===== config.mk =====
export PLATFORM = sky130hd
export DESIGN_NAME = led_mode_sequencer
export DESIGN_NICKNAME = d
export VERILOG_FILES = /design/src/rtl/led_mode_sequencer.sv
export SDC_FILE = /design/constraint.sdc
export NUM_CORES = 1
export LEC_CHECK = 0
export BUFFER_PORTS_ARGS = -buffer_cell sky130_fd_sc_hd__buf_4
export CAP_MARGIN = 30
export CORE_MARGIN = 2
export CORE_UTILIZATION = 53
export CTS_CLUSTER_SIZE = 20
export DETAILED_ROUTE_END_ITERATION = 7
export PLACE_DENSITY = 0.82
export SYNTH_ARGS = -nofsm -noshare
export SYNTH_HDL_FRONTEND = slang
export SYNTH_SLANG_ARGS = --single-unit

===== constraint.sdc =====
create_clock -name clk -period 4.9 [get_ports clk]
set_input_delay 1.47 -clock clk [delete_from_list [all_inputs] [get_ports clk]]
set_output_delay 1.47 -clock clk [all_outputs]
set_load 0.01 [all_outputs]

===== src/rtl/led_mode_sequencer.sv =====
// Sequences four LED pattern-mode generators onto one 8-bit LED bus:
// gates generator enables, pulses restarts, rotates modes and registers the pattern.
module led_mode_sequencer #(
  parameter int unsigned TICK_DIV = 1,
  parameter int unsigned STEPS    = 16
) (
  input  logic       clk,
  input  logic       reset,
  input  logic       en,
  input  logic       auto,
  input  logic [1:0] mode_sel,
  input  logic       sel_load,
  input  logic [7:0] pat0,
  input  logic [7:0] pat1,
  input  logic [7:0] pat2,
  input  logic [7:0] pat3,
  output logic [3:0] mode_en,
  output logic [3:0] mode_clr,
  output logic [1:0] cur_mode,
  output logic [7:0] OUT
);

  localparam int unsigned DIV_W  = (TICK_DIV > 1) ? $clog2(TICK_DIV) : 1;
  localparam int unsigned STEP_W = (STEPS > 1) ? $clog2(STEPS) : 1;
  localparam logic [DIV_W-1:0]  DIV_LAST  = DIV_W'(TICK_DIV - 1);
  localparam logic [STEP_W-1:0] STEP_LAST = STEP_W'(STEPS - 1);

  typedef enum logic [1:0] {
    IDLE   = 2'd0,
    START  = 2'd1,
    RUN    = 2'd2,
    SWITCH = 2'd3
  } state_t;

  state_t            state, state_d;
  logic [DIV_W-1:0]  div, div_d;
  logic [STEP_W-1:0] step_cnt, step_cnt_d;
  logic [1:0]        next_mode, next_mode_d;
  logic [1:0]        cur_mode_d;
  logic [3:0]        mode_en_d, mode_clr_d;
  logic [7:0]        out_d;
  logic [7:0]        pat_cur;
  logic              tick;

  function automatic logic [3:0] onehot(input logic [1:0] m);
    logic [3:0] r;
    r    = 4'b0000;
    r[m] = 1'b1;
    return r;
  endfunction

  // Pattern of the generator currently driving the bus
  always_comb begin
    pat_cur = pat0;
    case (cur_mode)
      2'd0:    pat_cur = pat0;
      2'd1:    pat_cur = pat1;
      2'd2:    pat_cur = pat2;
      default: pat_cur = pat3;
    endcase
  end

  assign tick = (state == RUN) && en && (div == DIV_LAST);

  // Next-state and next-output logic; every output is registered below
  always_comb begin
    state_d     = state;
    div_d       = div;
    step_cnt_d  = step_cnt;
    next_mode_d = next_mode;
    cur_mode_d  = cur_mode;
    out_d       = OUT;
    mode_en_d   = 4'b0000;
    mode_clr_d  = 4'b0000;

    case (state)
      IDLE: begin
        if (sel_load) begin
          cur_mode_d = mode_sel;
        end
        if (en) begin
          state_d    = START;
          mode_clr_d = onehot(cur_mode_d);
        end
      end

      START: begin
        state_d    = RUN;
        div_d      = '0;
        step_cnt_d = '0;
        mode_en_d  = en ? onehot(cur_mode) : 4'b0000;
      end

      RUN: begin
        if (en) begin
          div_d = tick ? '0 : div + 1'b1;
        end
        if (tick) begin
          out_d = pat_cur;
          if (step_cnt != STEP_LAST) begin
            step_cnt_d = step_cnt + 1'b1;
          end
        end
        // Manual request beats auto rotation; a same-mode request still restarts
        if (sel_load) begin
          state_d     = SWITCH;
          next_mode_d = mode_sel;
        end else if (auto && tick && (step_cnt == STEP_LAST)) begin
          state_d     = SWITCH;
          next_mode_d = cur_mode + 2'd1;
        end
        if (state_d == RUN && en) begin
          mode_en_d = onehot(cur_mode);
        end
      end

      SWITCH: begin
        state_d    = START;
        cur_mode_d = next_mode;
        mode_clr_d = onehot(next_mode);
      end

      default: state_d = IDLE;
    endcase
  end

  // State and output registers
  always_ff @(posedge clk or negedge reset) begin
    if (!reset) begin
      state     <= IDLE;
      div       <= '0;
      step_cnt  <= '0;
      next_mode <= 2'd0;
      cur_mode  <= 2'd0;
      OUT       <= 8'h00;
      mode_en   <= 4'b0000;
      mode_clr  <= 4'b0000;
    end else begin
      state     <= state_d;
      div       <= div_d;
      step_cnt  <= step_cnt_d;
      next_mode <= next_mode_d;
      cur_mode  <= cur_mode_d;
      OUT       <= out_d;
      mode_en   <= mode_en_d;
      mode_clr  <= mode_clr_d;
    end
  end

endmodule


* After elaboration in Yosys (flattened, before gate mapping)
Index checks and enable logic that the tools add are counted.
** Storage, ports and cells
- Flip-flop bits (word level) :: 27
- Input bits :: 39
- Output and inout port bits :: 18
- Word-level logic and storage cells :: 75
** Operators by class
- Add/subtract/negate cells :: 3
- Magnitude comparators :: 6
- Eq/ne operators :: 12
- Muxes and demuxes :: 28
- Bitwise operators :: 1
- Reductions and logical operators :: 17
** Operator list (number)
- case mux 4 bit (2 select lines) :: 3
- case mux 8 bit (3 select lines) :: 1
- 2-to-1 mux 4 bit :: 5
- 2-to-1 mux 2 bit :: 8
- < comparator 2 x 3 -> 1 bit, second input constant :: 3
- equality test 2 bit, second input constant :: 4
- logical AND 1 bit :: 8
- case mux 2 bit (4 select lines) :: 1
- demux 1 bit (select 2 bit) :: 3
- >= comparator 2 x 1 -> 1 bit, second input constant :: 3
- inequality test 2 bit, second input constant :: 3
- AND reduction 2 bit :: 3
- nonzero test 2 bit :: 3
- 2-to-1 mux 1 bit :: 5
- adder 4 x 1 -> 4 bit, second input constant :: 1
- equality test 2 x 1 -> 1 bit, second input constant :: 2
- equality test 4 bit, second input constant :: 1
- zero test 2 bit :: 2
- inequality test 4 bit, second input constant :: 1
- case mux 2 bit (2 select lines) :: 1
- AND reduction 3 bit :: 1
- adder 2 x 1 -> 2 bit, second input constant :: 1
- inequality test 2 x 1 -> 1 bit, second input constant :: 1
- case mux 1 bit (2 select lines) :: 1
- 2 further kinds :: 2

* Depth between registers and ports, before layout
Gate-level depths: netlist of the first run.
- Depth after elaboration :: 12
- Depth in mapped cells :: 6
- Depth with buffers taken out :: 5

* Least setup slack after synthesis of the first run
OpenSTA, ideal clock, no wires.
- Path kind :: input -> register
- Start :: input port en
- End :: register next_mode[0]
- Library setup time :: 0.128 ns
- Arrival :: 2.266 ns
- Required time :: 4.772 ns
- Slack :: 2.506 ns
- Stages on the path :: 4
- Path buffers :: 1
- Path through :: buf_2 > nand3b_1 > o21ai_1 > mux2_1
** Between the ends
- Cells in the longest elaborated chain, start to end :: 6
** Ends and longest elaborated chain
- from (decl) :: line 9 : input logic en,
- logical AND 1 bit (2 in a row) :: line 63 : assign tick = (state == RUN) && en && (div == DIV_LAST);
- logical AND 1 bit (2 in a row) :: line 108 : end else if (auto && tick && (step_cnt == STEP_LAST)) begin
- nonzero test 2 bit (no line)
- AND reduction 2 bit (no line)
- to (signal assigned) :: line 142 : next_mode <= next_mode_d;
- to (decl) :: line 38 : logic [1:0] next_mode, next_mode_d;
Every way passes these cells.
A chain may end at the register's enable or synchronous reset.

* Worst setup path in the final report of the first run
Ends and elaborated chain as after synthesis.

==> results of run 1 <==
[power by group through the flow]
stage          logic (mW)  clock network, mW  registers, mW
2_1_floorplan       0.322                  0          0.379
3_3_place_gp        0.505                  0          0.363
3_5_place_dp        0.526                  0          0.369
4_1_cts             0.526              0.101          0.363
5_1_grt             0.584              0.110          0.376
6_report            0.525             0.0989          0.365
[per-layer routing]
| layer | track usage (%) | wire [um] | vias to the layer above |
|---|---|---|---|
| met4 | 8.44 | 41 | 0 |
| met1 | 32.0 | 1650 | 723 |
| li1 | - | - | 712 |
| met5 | 0 | 0 | - |
| met3 | 3.06 | 262 | 5 |
| met2 | 39.1 | 1920 | 64 |
[flip-flops by register name, indices dropped and copies added (netlist names)]
| register | flops |
|---|---|
| div | 1 |
| OUT | 8 |
| mode_en | 4 |
| next_mode | 2 |
| step_cnt | 4 |
| cur_mode | 2 |
| mode_clr | 4 |
| state | 2 |
[layout make-up]
type                    instances  area, sq um
repair buffers                 56          420
flip-flops and latches         27          676
well taps                      33         41.3
multi-input cells             113          823
inverters                      15         56.3
clock buffers                   3         22.5
clock inverters                 1         5.00
fillers                       226          933
[cells in the mapped netlist (2+ instances only)]
cell type and number:
nand4_1 3, buf_1 2, nand2_1 11, a221oi_1 8, a21boi_1 4, mux2_1 2, o32a_1 2, o21ai_1 2
ha_1 10, o21ai_0 4, buf_2 7, nor2_1 4, o21a_1 2, clkbuf_1 4, nand2b_1 3, mux2i_1 3
and3_1 2, a31oi_1 4, nand3_1 4, inv_1 15, a22oi_1 8, a21o_1 8, a21oi_1 14, dfrtp_1 27
nand3b_1 2
[cell families after synthesis]
group | share of synthesized area [%]
AO/OA/AOI/OAI | 28.0
AND/OR/NAND/NOR | 10.1
buffers and inverters | 7.70
flip-flops | 41.6
adder cells (fa/ha/maj) | 7.70
multiplexers | 4.85
[worst max path at each step]
stage	startpoint	endpoint	slack, ns	cells past startpoint
6_report	en	next_mode[0]$_DFFE_PN0P_	2.19	4
5_1_grt	en	next_mode[1]$_DFFE_PN0P_	2.06	4
4_1_cts	en	next_mode[1]$_DFFE_PN0P_	2.20	4
3_5_place_dp	en	next_mode[1]$_DFFE_PN0P_	1.83	4
3_3_place_gp	en	next_mode[1]$_DFFE_PN0P_	1.86	4
2_1_floorplan	en	next_mode[0]$_DFFE_PN0P_	2.51	4
==> flow_metrics.tcl, run 1 <==
set metrics [dict create \
    outcome "finished, final reports clean" \
    mostFrequentLayoutCell "buf_4" \
    max_stage_delay_ns 0.53 \
    finClkSkew_ns 0.00155 \
    ys_top_cells_by_area "dfrtp_1, ha_1, a21oi_1" \
    synth-seq-area-share_pct 41.6 \
    grt_pass1_wl_um 6330 \
    grt_max_degree 28 \
    synthCells 169 \
    ys_types 39 \
    cts_setup_buffers 0 \
    coreArea_sq_um 2980 \
    power_mw 0.989 \
    grt-ovfl-total 0 \
    hold_ws_ns 0.496 \
    root_buffer "clkbuf_4" \
    powerDensity_nw_per_um2 484 \
    numCtsBuffers 3 \
    rsz0062_at_grt "false" \
    grt_pass1_vias 1432 \
    synthFlopType "dfrtp_1" \
    hold_end "OUT[3]$_DFFE_PN0P_" \
    vias 1504 \
    crit_required_ns 5.13 \
    hp-start "OUT[3]$_DFFE_PN0P_" \
    final_cell_count_no_fill 248 \
    seq_power_share_pct 36.9 \
    comb_power_share_pct 53.1 \
    crit_type "primary input to flop" \
    power_frac_clock_pct 10.0 \
    clk_pin_slew_ns 0.15 \
    syn_to_final_growth_pct 25.9 \
    ant_nets 0 \
    reg2reg_depth 5 \
    switching_share_pct 42.6 \
    fin_setup_tns_ns 0 \
    io_pins 57 \
    hpwl_um 2900 \
    p_sw_mw 0.421 \
    reg2reg_to "next_mode[0]$_DFFE_PN0P_" \
    cts_sinks 27 \
    ctsHoldBuffers 0 \
    ys_ff_latch 27 \
    fin_util_pct 68.7 \
    postSynthNetCount 218 \
    synth_async_sr_flop_share_pct 100 \
    post_drt_wl_per_cell_um 15.6 \
    cts_resized 0 \
    p_int_mw 0.568 \
    hold_violations 0 \
    dp.cells 244 \
    relSlewSlack_pct 48.2 \
    dp_slack_ns 1.83 \
    nets 265 \
    gp_congestion 0.878 \
    syn_area_sq_um 1620 \
    syn_area_per_cell_sq_um 9.61 \
    wirelength_um 3880 \
    initial_core_util_pct 54.5 \
    fin_area_sq_um 2040 \
    antenna_found_initial 0 \
    dieWidth_um 59.4 \
    layout_common_cells "buf_4, dfrtp_1, inv_1, a21oi_1, nand2_1" \
    drt_pass1_iterations 4 \
    clockBufferDepth 2 \
    viasPerCell 6.06 \
    clk_latency_ns 0.33 \
    final_layout_size_suffix_gt1_share_pct 29.8 \
    rows 20 \
    regToRegStartpoint "state[0]$_DFFE_PN0P_" \
    worst_slew_pin_slew_ns 0.775 \
    drt_iter0_markers 73 \
    crit_family "simple AND/OR/NAND/NOR gates" \
    die_h_um 59.4 \
    min_period_ns 2.71 \
    track_usage_pct 23.7 \
    r2r_slack_ns 2.43 \
    route.detailed.drc 0 \
    drv_slew 0 \
    period_share_pct 55.4 \
    place_area_sq_um 2020 \
    synth_edf_count 0 \
    crit_buf_inv 1 \
    synth_top_area_cell "dfrtp_1" \
    setup_viol 0 \
    yosys_warnings 0 \
    numPortBuffers 56 \
    hold_path.class "flop to flop" \
    critPathCaptureType "flop" \
    crit_arrival_ns 2.94 \
    die-area_sq_um 3520 \
    crit_fanout 21 \
    htreeDepth 1 \
    fin_ws_ns 2.19 \
    synth_top_area_share_pct 41.6 \
    crit_path_start_kind "primary input" \
    cts_tree "yes" \
    power_leakage_nw 1.06 \
    holdPathStages 1 \
    antenna_cells 0 \
    cap_violations 0 \
    fmax_mhz 369 \
    worst_path_max_delay_cell "nand3b_1" \
    vdd_drop_max_mv 0.298 \
    path_cells "buf_4 -> nand3b_1 -> o21ai_1 -> mux2_1" \
]
Power figures use the tool's default switching activity.
==> inputs of run 2 (changes only) <==
--- a/config.mk
+++ b/config.mk
@@ -8,10 +8,10 @@
 export BUFFER_PORTS_ARGS = -buffer_cell sky130_fd_sc_hd__buf_4
 export CAP_MARGIN = 30
 export CORE_MARGIN = 2
-export CORE_UTILIZATION = 53
+export CORE_UTILIZATION = 45
 export CTS_CLUSTER_SIZE = 20
 export DETAILED_ROUTE_END_ITERATION = 7
-export PLACE_DENSITY = 0.82
+export PLACE_DENSITY = 0.74
 export SYNTH_ARGS = -nofsm -noshare
 export SYNTH_HDL_FRONTEND = slang
 export SYNTH_SLANG_ARGS = --single-unit
==> constraint.sdc (replaced) <==
create_clock -name clk -period 2.2 [get_ports clk]
set_input_delay 0.66 -clock clk [delete_from_list [all_inputs] [get_ports clk]]
set_output_delay 0.66 -clock clk [all_outputs]
set_load 0.01 [all_outputs]
==> run 2 against run 1 <==
Effect of this change: sequential cell count stayed put; worst hold slack worse by 0.29 ns; via count is 0.80% lower; first-iteration DRC count grew 62%; non-clock buffer count grew 1; setup slack got worse by 1.8 ns; combinational power is 120% higher; cell count grew 5.6%; critical path type is now flop to flop.
==> flow_metrics.tcl, run 2 (synthesized netlist as in run 1, its figures left out) <==
set metrics [dict create \
    outcome "finished, final reports clean" \
    crit_path_start_kind "flop" \
    die_h_um 64.1 \
    p_int_mw 1.27 \
    worst_path_max_delay_cell "dfrtp_1" \
    htreeDepth 1 \
    largest_reg_flops 8 \
    final_cell_count_no_fill 262 \
    crit_buf_inv 1 \
    setup_viol 0 \
    clk_latency_ns 0.33 \
    cts_sinks 27 \
    grt_pass1_wl_um 6730 \
    worst_slew_pin_slew_ns 0.524 \
    hpwl_um 3100 \
    dp.cells 258 \
    switching_share_pct 42.3 \
    fin_setup_tns_ns 0 \
    crit_type "flop to flop" \
    power_frac_clock_pct 9.8 \
    finClkSkew_ns 0.0100 \
    min_period_ns 1.81 \
    clockBufferDepth 2 \
    grt_max_degree 28 \
    io_pins 57 \
    hold_path.class "primary input to async pin" \
    track_usage_pct 20.7 \
    layout_common_cells "buf_4, dfrtp_1, inv_1, a21oi_1, nand2_1" \
    ctsHoldBuffers 0 \
    hold_violations 0 \
    rsz0062_at_grt "false" \
    viasPerCell 5.69 \
    max_stage_delay_ns 0.46 \
    cts_setup_buffers 0 \
    dieWidth_um 64.1 \
    fin_area_sq_um 2070 \
    rows 21 \
    antenna_cells 0 \
    final_layout_size_suffix_gt1_share_pct 30.1 \
    crit_fanout 12 \
    numCtsBuffers 3 \
    post_drt_wl_per_cell_um 15.4 \
    relSlewSlack_pct 65.1 \
    drt_iter0_markers 118 \
    power_leakage_nw 1.07 \
    die-area_sq_um 4110 \
    nets 266 \
    cts_resized 0 \
    p_sw_mw 0.929 \
    period_share_pct 82.3 \
    grt_pass1_vias 1465 \
    regMostFlops "OUT" \
    crit_family "flip-flops" \
    route.detailed.drc 0 \
    vdd_drop_max_mv 0.510 \
    grt-ovfl-total 0 \
    gp_congestion 0.890 \
    mostFrequentLayoutCell "buf_4" \
    ant_nets 0 \
    drt_pass1_iterations 4 \
    seq_power_share_pct 36.7 \
    fillers 284 \
    power_mw 2.20 \
    seqCellArea_sq_um 676 \
    coreArea_sq_um 3390 \
    root_buffer "clkbuf_4" \
    path_cells "inv_1 -> ha_1 -> nand3b_1 -> o21ai_1 -> mux2_1" \
    cts_tree "yes" \
    initial_core_util_pct 47.9 \
    vias 1492 \
    fmax_mhz 553 \
    crit_required_ns 2.43 \
    powerDensity_nw_per_um2 1060 \
    place_area_sq_um 2040 \
    crit_arrival_ns 2.04 \
    comb_power_share_pct 53.5 \
    cap_violations 0 \
    critPathCaptureType "flop" \
    clk_pin_slew_ns 0.15 \
    wirelength_um 4040 \
    multiInputGateArea_sq_um 823 \
    drv_slew 0 \
    antenna_found_initial 0 \
    numPortBuffers 56 \
    syn_to_final_growth_pct 27.3 \
]
[run 2: area by class of cell]
class | instances | area share (%)
multi-input cells | 113 | 39.8
flip-flops and latches | 27 | 32.7
repair buffers | 57 | 20.7
well taps | 46 | 2.78
inverters | 15 | 2.72
clock buffers | 3 | 1.09
clock inverters | 1 | 0.242
[run 2: per-stage QoR]
| stage | worst slack (ns) | hold slack, ns | utilization (%) |
|---|---|---|---|
| after global placement | 0.510 | 0.462 | 60.2 |
| after CTS | 0.399 | 0.209 | 61.0 |
| after floorplan | 0.616 | 0.364 | - |
| after global routing | 0.220 | 0.216 | 61.0 |
| final | 0.390 | 0.208 | 61.0 |
| after detailed placement | 0.415 | 0.469 | 60.2 |
[run 2: path summary, 6_finish.rpt]
check	end	cells past startpoint	slack (ns)	from
max	next_mode[1]$_DFFE_PN0P_	5	0.39	state[0]$_DFFE_PN0P_
min	next_mode[1]$_DFFE_PN0P_	1	0.21	reset
max reg2reg	next_mode[1]$_DFFE_PN0P_	5	0.39	state[0]$_DFFE_PN0P_
min reg2reg	OUT[7]$_DFFE_PN0P_	1	0.50	OUT[7]$_DFFE_PN0P_
max in group asynchronous	OUT[6]$_DFFE_PN0P_	1	1.72	reset
min in group clk	OUT[7]$_DFFE_PN0P_	1	0.50	OUT[7]$_DFFE_PN0P_
[run 2: worst register-to-register path, delay by kind of cell, from the launching register on]
| family | cells | cell delay, ns |
|---|---|---|
| mux | 1 | 0.36 |
| simple gates | 1 | 0.15 |
| buf+inv | 1 | 0.10 |
| compound gates | 1 | 0.28 |
| fa+ha+maj | 1 | 0.37 |
| flops | 1 | 0.46 |
[run 2: power groups by stage]
stage	combinational [mW]	sequential, mW	clock, mW
finish	1.18	0.807	0.215
detailed placement	1.17	0.819	0
CTS	1.18	0.807	0.230
global route	1.30	0.834	0.245
floorplan	0.718	0.844	0
global placement	1.13	0.804	0
[run 2: metal layers]
| layer | wire length, um | track usage [%] | vias to the layer above |
|---|---|---|---|
| met5 | 0 | 0 | - |
| met4 | 34 | 5.16 | 0 |
| met3 | 191 | 2.99 | 4 |
| met2 | 2140 | 37.0 | 44 |
| met1 | 1670 | 26.2 | 732 |
| li1 | - | - | 712 |
==> inputs of run 3 (changes only) <==
--- a/config.mk
+++ b/config.mk
@@ -5,13 +5,14 @@
 export SDC_FILE = /design/constraint.sdc
 export NUM_CORES = 1
 export LEC_CHECK = 0
+export ABC_AREA = 1
 export BUFFER_PORTS_ARGS = -buffer_cell sky130_fd_sc_hd__buf_4
 export CAP_MARGIN = 30
 export CORE_MARGIN = 2
-export CORE_UTILIZATION = 45
+export CORE_UTILIZATION = 44
 export CTS_CLUSTER_SIZE = 20
 export DETAILED_ROUTE_END_ITERATION = 7
-export PLACE_DENSITY = 0.74
+export PLACE_DENSITY = 0.73
 export SYNTH_ARGS = -nofsm -noshare
 export SYNTH_HDL_FRONTEND = slang
 export SYNTH_SLANG_ARGS = --single-unit
==> constraint.sdc (replaced) <==
create_clock -name clk -period 1.5 [get_ports clk]
set_input_delay 0.45 -clock clk [delete_from_list [all_inputs] [get_ports clk]]
set_output_delay 0.45 -clock clk [all_outputs]
set_load 0.01 [all_outputs]
==> run 3 against run 2 <==
Effect of this change: the run now ends with hold timing left; largest cell class unchanged; critical path depth is 4 lower; combinational power is 80% higher; utilization is 4.4 points higher; setup slack got worse by 0.33 ns; largest power group unchanged; highest routed layer unchanged; cell area grew 7.3%; total power increased by 63%.
==> flow_metrics.tcl, run 3 <==
set metrics [dict create \
    crit_path_start_kind "flop" \
    synth_most_common_cell "nand2_1" \
    synth_common_cells "nand2_1, dfrtp_1, inv_1" \
    numPortBuffers 56 \
    crit_required_ns 1.05 \
    critPathCaptureType "output port" \
    place_area_sq_um 2100 \
    reg2reg_to "step_cnt[3]$_DFFE_PN0P_" \
    mostFrequentLayoutCell "nand2_1" \
    grt_pass1_vias 1402 \
    antenna_found_initial 0 \
    fmax_mhz 696 \
    ant_nets 0 \
    fin_area_sq_um 2220 \
    worst_slew_pin_slew_ns 0.341 \
    crit_arrival_ns 0.99 \
    synth_top_area_share_pct 42.6 \
    powerDensity_nw_per_um2 1620 \
    regToRegStartpoint "state[0]$_DFFE_PN0P_" \
    rows 21 \
    cts_tree "yes" \
    root_buffer "clkbuf_4" \
    path_cells "buf_4" \
    synth_async_sr_flop_share_pct 100 \
    ys_ff_latch 27 \
    gp_congestion 0.829 \
    viasPerCell 4.93 \
    relSlewSlack_pct 77.3 \
    syn_area_sq_um 1590 \
    worst_path_max_delay_cell "dfrtp_1" \
    layout_common_cells "nand2_1, buf_4, dfrtp_1, inv_1, nand3_1" \
    io_pins 57 \
    final_layout_size_suffix_gt1_share_pct 33.8 \
    drt_pass1_iterations 4 \
    coreArea_sq_um 3390 \
    grt-ovfl-total 0 \
    vdd_drop_max_mv 0.978 \
    initial_core_util_pct 46.8 \
    synth_edf_count 0 \
    crit_buf_inv 1 \
    synthCells 204 \
    finClkSkew_ns 0.00703 \
    route.detailed.drc 0 \
    largest_reg_flops 8 \
    antenna_cells 0 \
    cp.depth 1 \
    min_period_ns 1.44 \
    crit_family "flip-flops" \
    cts_sinks 27 \
    ys_types 26 \
    numCtsBuffers 3 \
    hold_ws_ns -0.00314 \
    postSynthNetCount 253 \
    regMostFlops "OUT" \
    synth-seq-area-share_pct 42.6 \
    drv_slew 0 \
    violations "hold timing" \
    crit_type "flop to output port" \
    vias 1554 \
    clk_latency_ns 0.33 \
    ys_top_cells_by_area "dfrtp_1, nand2_1, ha_1" \
    cap_violations 0 \
    die-area_sq_um 4100 \
    clk_pin_slew_ns 0.15 \
    reg2reg_depth 9 \
    grt_max_degree 28 \
    rsz0062_at_grt "true" \
    r2r_slack_ns 0.09 \
    drt_iter0_markers 107 \
    clockBufferDepth 2 \
    outcome "complete, but fails checks" \
    syn_area_per_cell_sq_um 7.77 \
    fillers 308 \
    nets 319 \
    synth_top_area_cell "dfrtp_1" \
    fin_setup_tns_ns 0 \
    htreeDepth 1 \
    yosys_warnings 0 \
    syn_to_final_growth_pct 39.9 \
    period_share_pct 95.8 \
    power_leakage_nw 1.12 \
    wirelength_um 3770 \
    post_drt_wl_per_cell_um 12.0 \
    hold_path.class "primary input to async pin" \
    final_cell_count_no_fill 315 \
    hold_violations 6 \
    grt_pass1_wl_um 6140 \
    dp.cells 309 \
    synthFlopType "dfrtp_1" \
    dieWidth_um 64.0 \
    die_h_um 64.0 \
    setup_viol 0 \
    crit_fanout 5 \
    hpwl_um 2910 \
    max_stage_delay_ns 0.48 \
    track_usage_pct 18.7 \
]
[run 3: what timing repair did]
item	4_1_cts	5_1_grt
setup buffers	1	2
resized for setup	0	18
setup endpoints to repair	1	19
pin swaps	0	3
hold buffers	0	0
[run 3: report_power, final]
group	leakage [nW]	internal (mW)	switching, mW
Combinational	0.760	0.974	1.15
Clock	0.0139	0.102	0.224
Sequential	0.343	0.966	0.177
[run 3: layout make-up]
type                       instances  area (sq um)  area share [%]
clock inverter                     1          7.51           0.338
tap                               46          57.6            2.59
multi-input combinational        152           871            39.3
clock buffer                       3          22.5            1.02
sequential                        27           678            30.6
timing repair buffer              68           514            23.2
inverter                          18          67.6            3.05
[run 3: per-stage QoR]
stage,utilization (%),power (mW),setup slack (ns)
2_1_floorplan,-,2.32,0.0317
3_3_place_gp,62.0,3.09,0.0733
3_5_place_dp,62.0,3.12,0.0658
4_1_cts,62.9,3.45,0.0183
5_1_grt,65.4,3.94,0.00386
6_report,65.4,3.59,0.0628
[run 3: worst max path at each step]
stage | start | end | slack, ns
floorplan | state[0]$_DFFE_PN0P_ | step_cnt[3]$_DFFE_PN0P_ | 0.03
global placement | step_cnt[0]$_DFFE_PN0P_ | next_mode[1]$_DFFE_PN0P_ | 0.07
detailed placement | cur_mode[1]$_DFFE_PN0P_ | OUT[7]$_DFFE_PN0P_ | 0.07
CTS | cur_mode[0]$_DFFE_PN0P_ | OUT[7]$_DFFE_PN0P_ | 0.02
global route | state[1]$_DFFE_PN0P_ | mode_en[3]$_DFF_PN0_ | 0.004
finish | cur_mode[1]$_DFFE_PN0P_ | cur_mode[1] | 0.06
[run 3: routing by layer]
metal	track usage [%]	vias to the layer above	wire length [um]
li1	-	793	-
met1	26.2	721	1750
met2	29.9	36	1860
met3	1.94	4	121
met4	6.79	0	42
met5	0	-	0
[run 3: cell families after synthesis]
| logic type | count (synthesis) | synth area share, % |
|---|---|---|
| AOI/OAI and AO/OA | 28 | 10.4 |
| adders and majority gates | 10 | 7.89 |
| buffers and inverters | 25 | 6.63 |
| DFF | 27 | 42.6 |
| muxes | 1 | 0.631 |
| and+or+nand+nor | 113 | 31.8 |
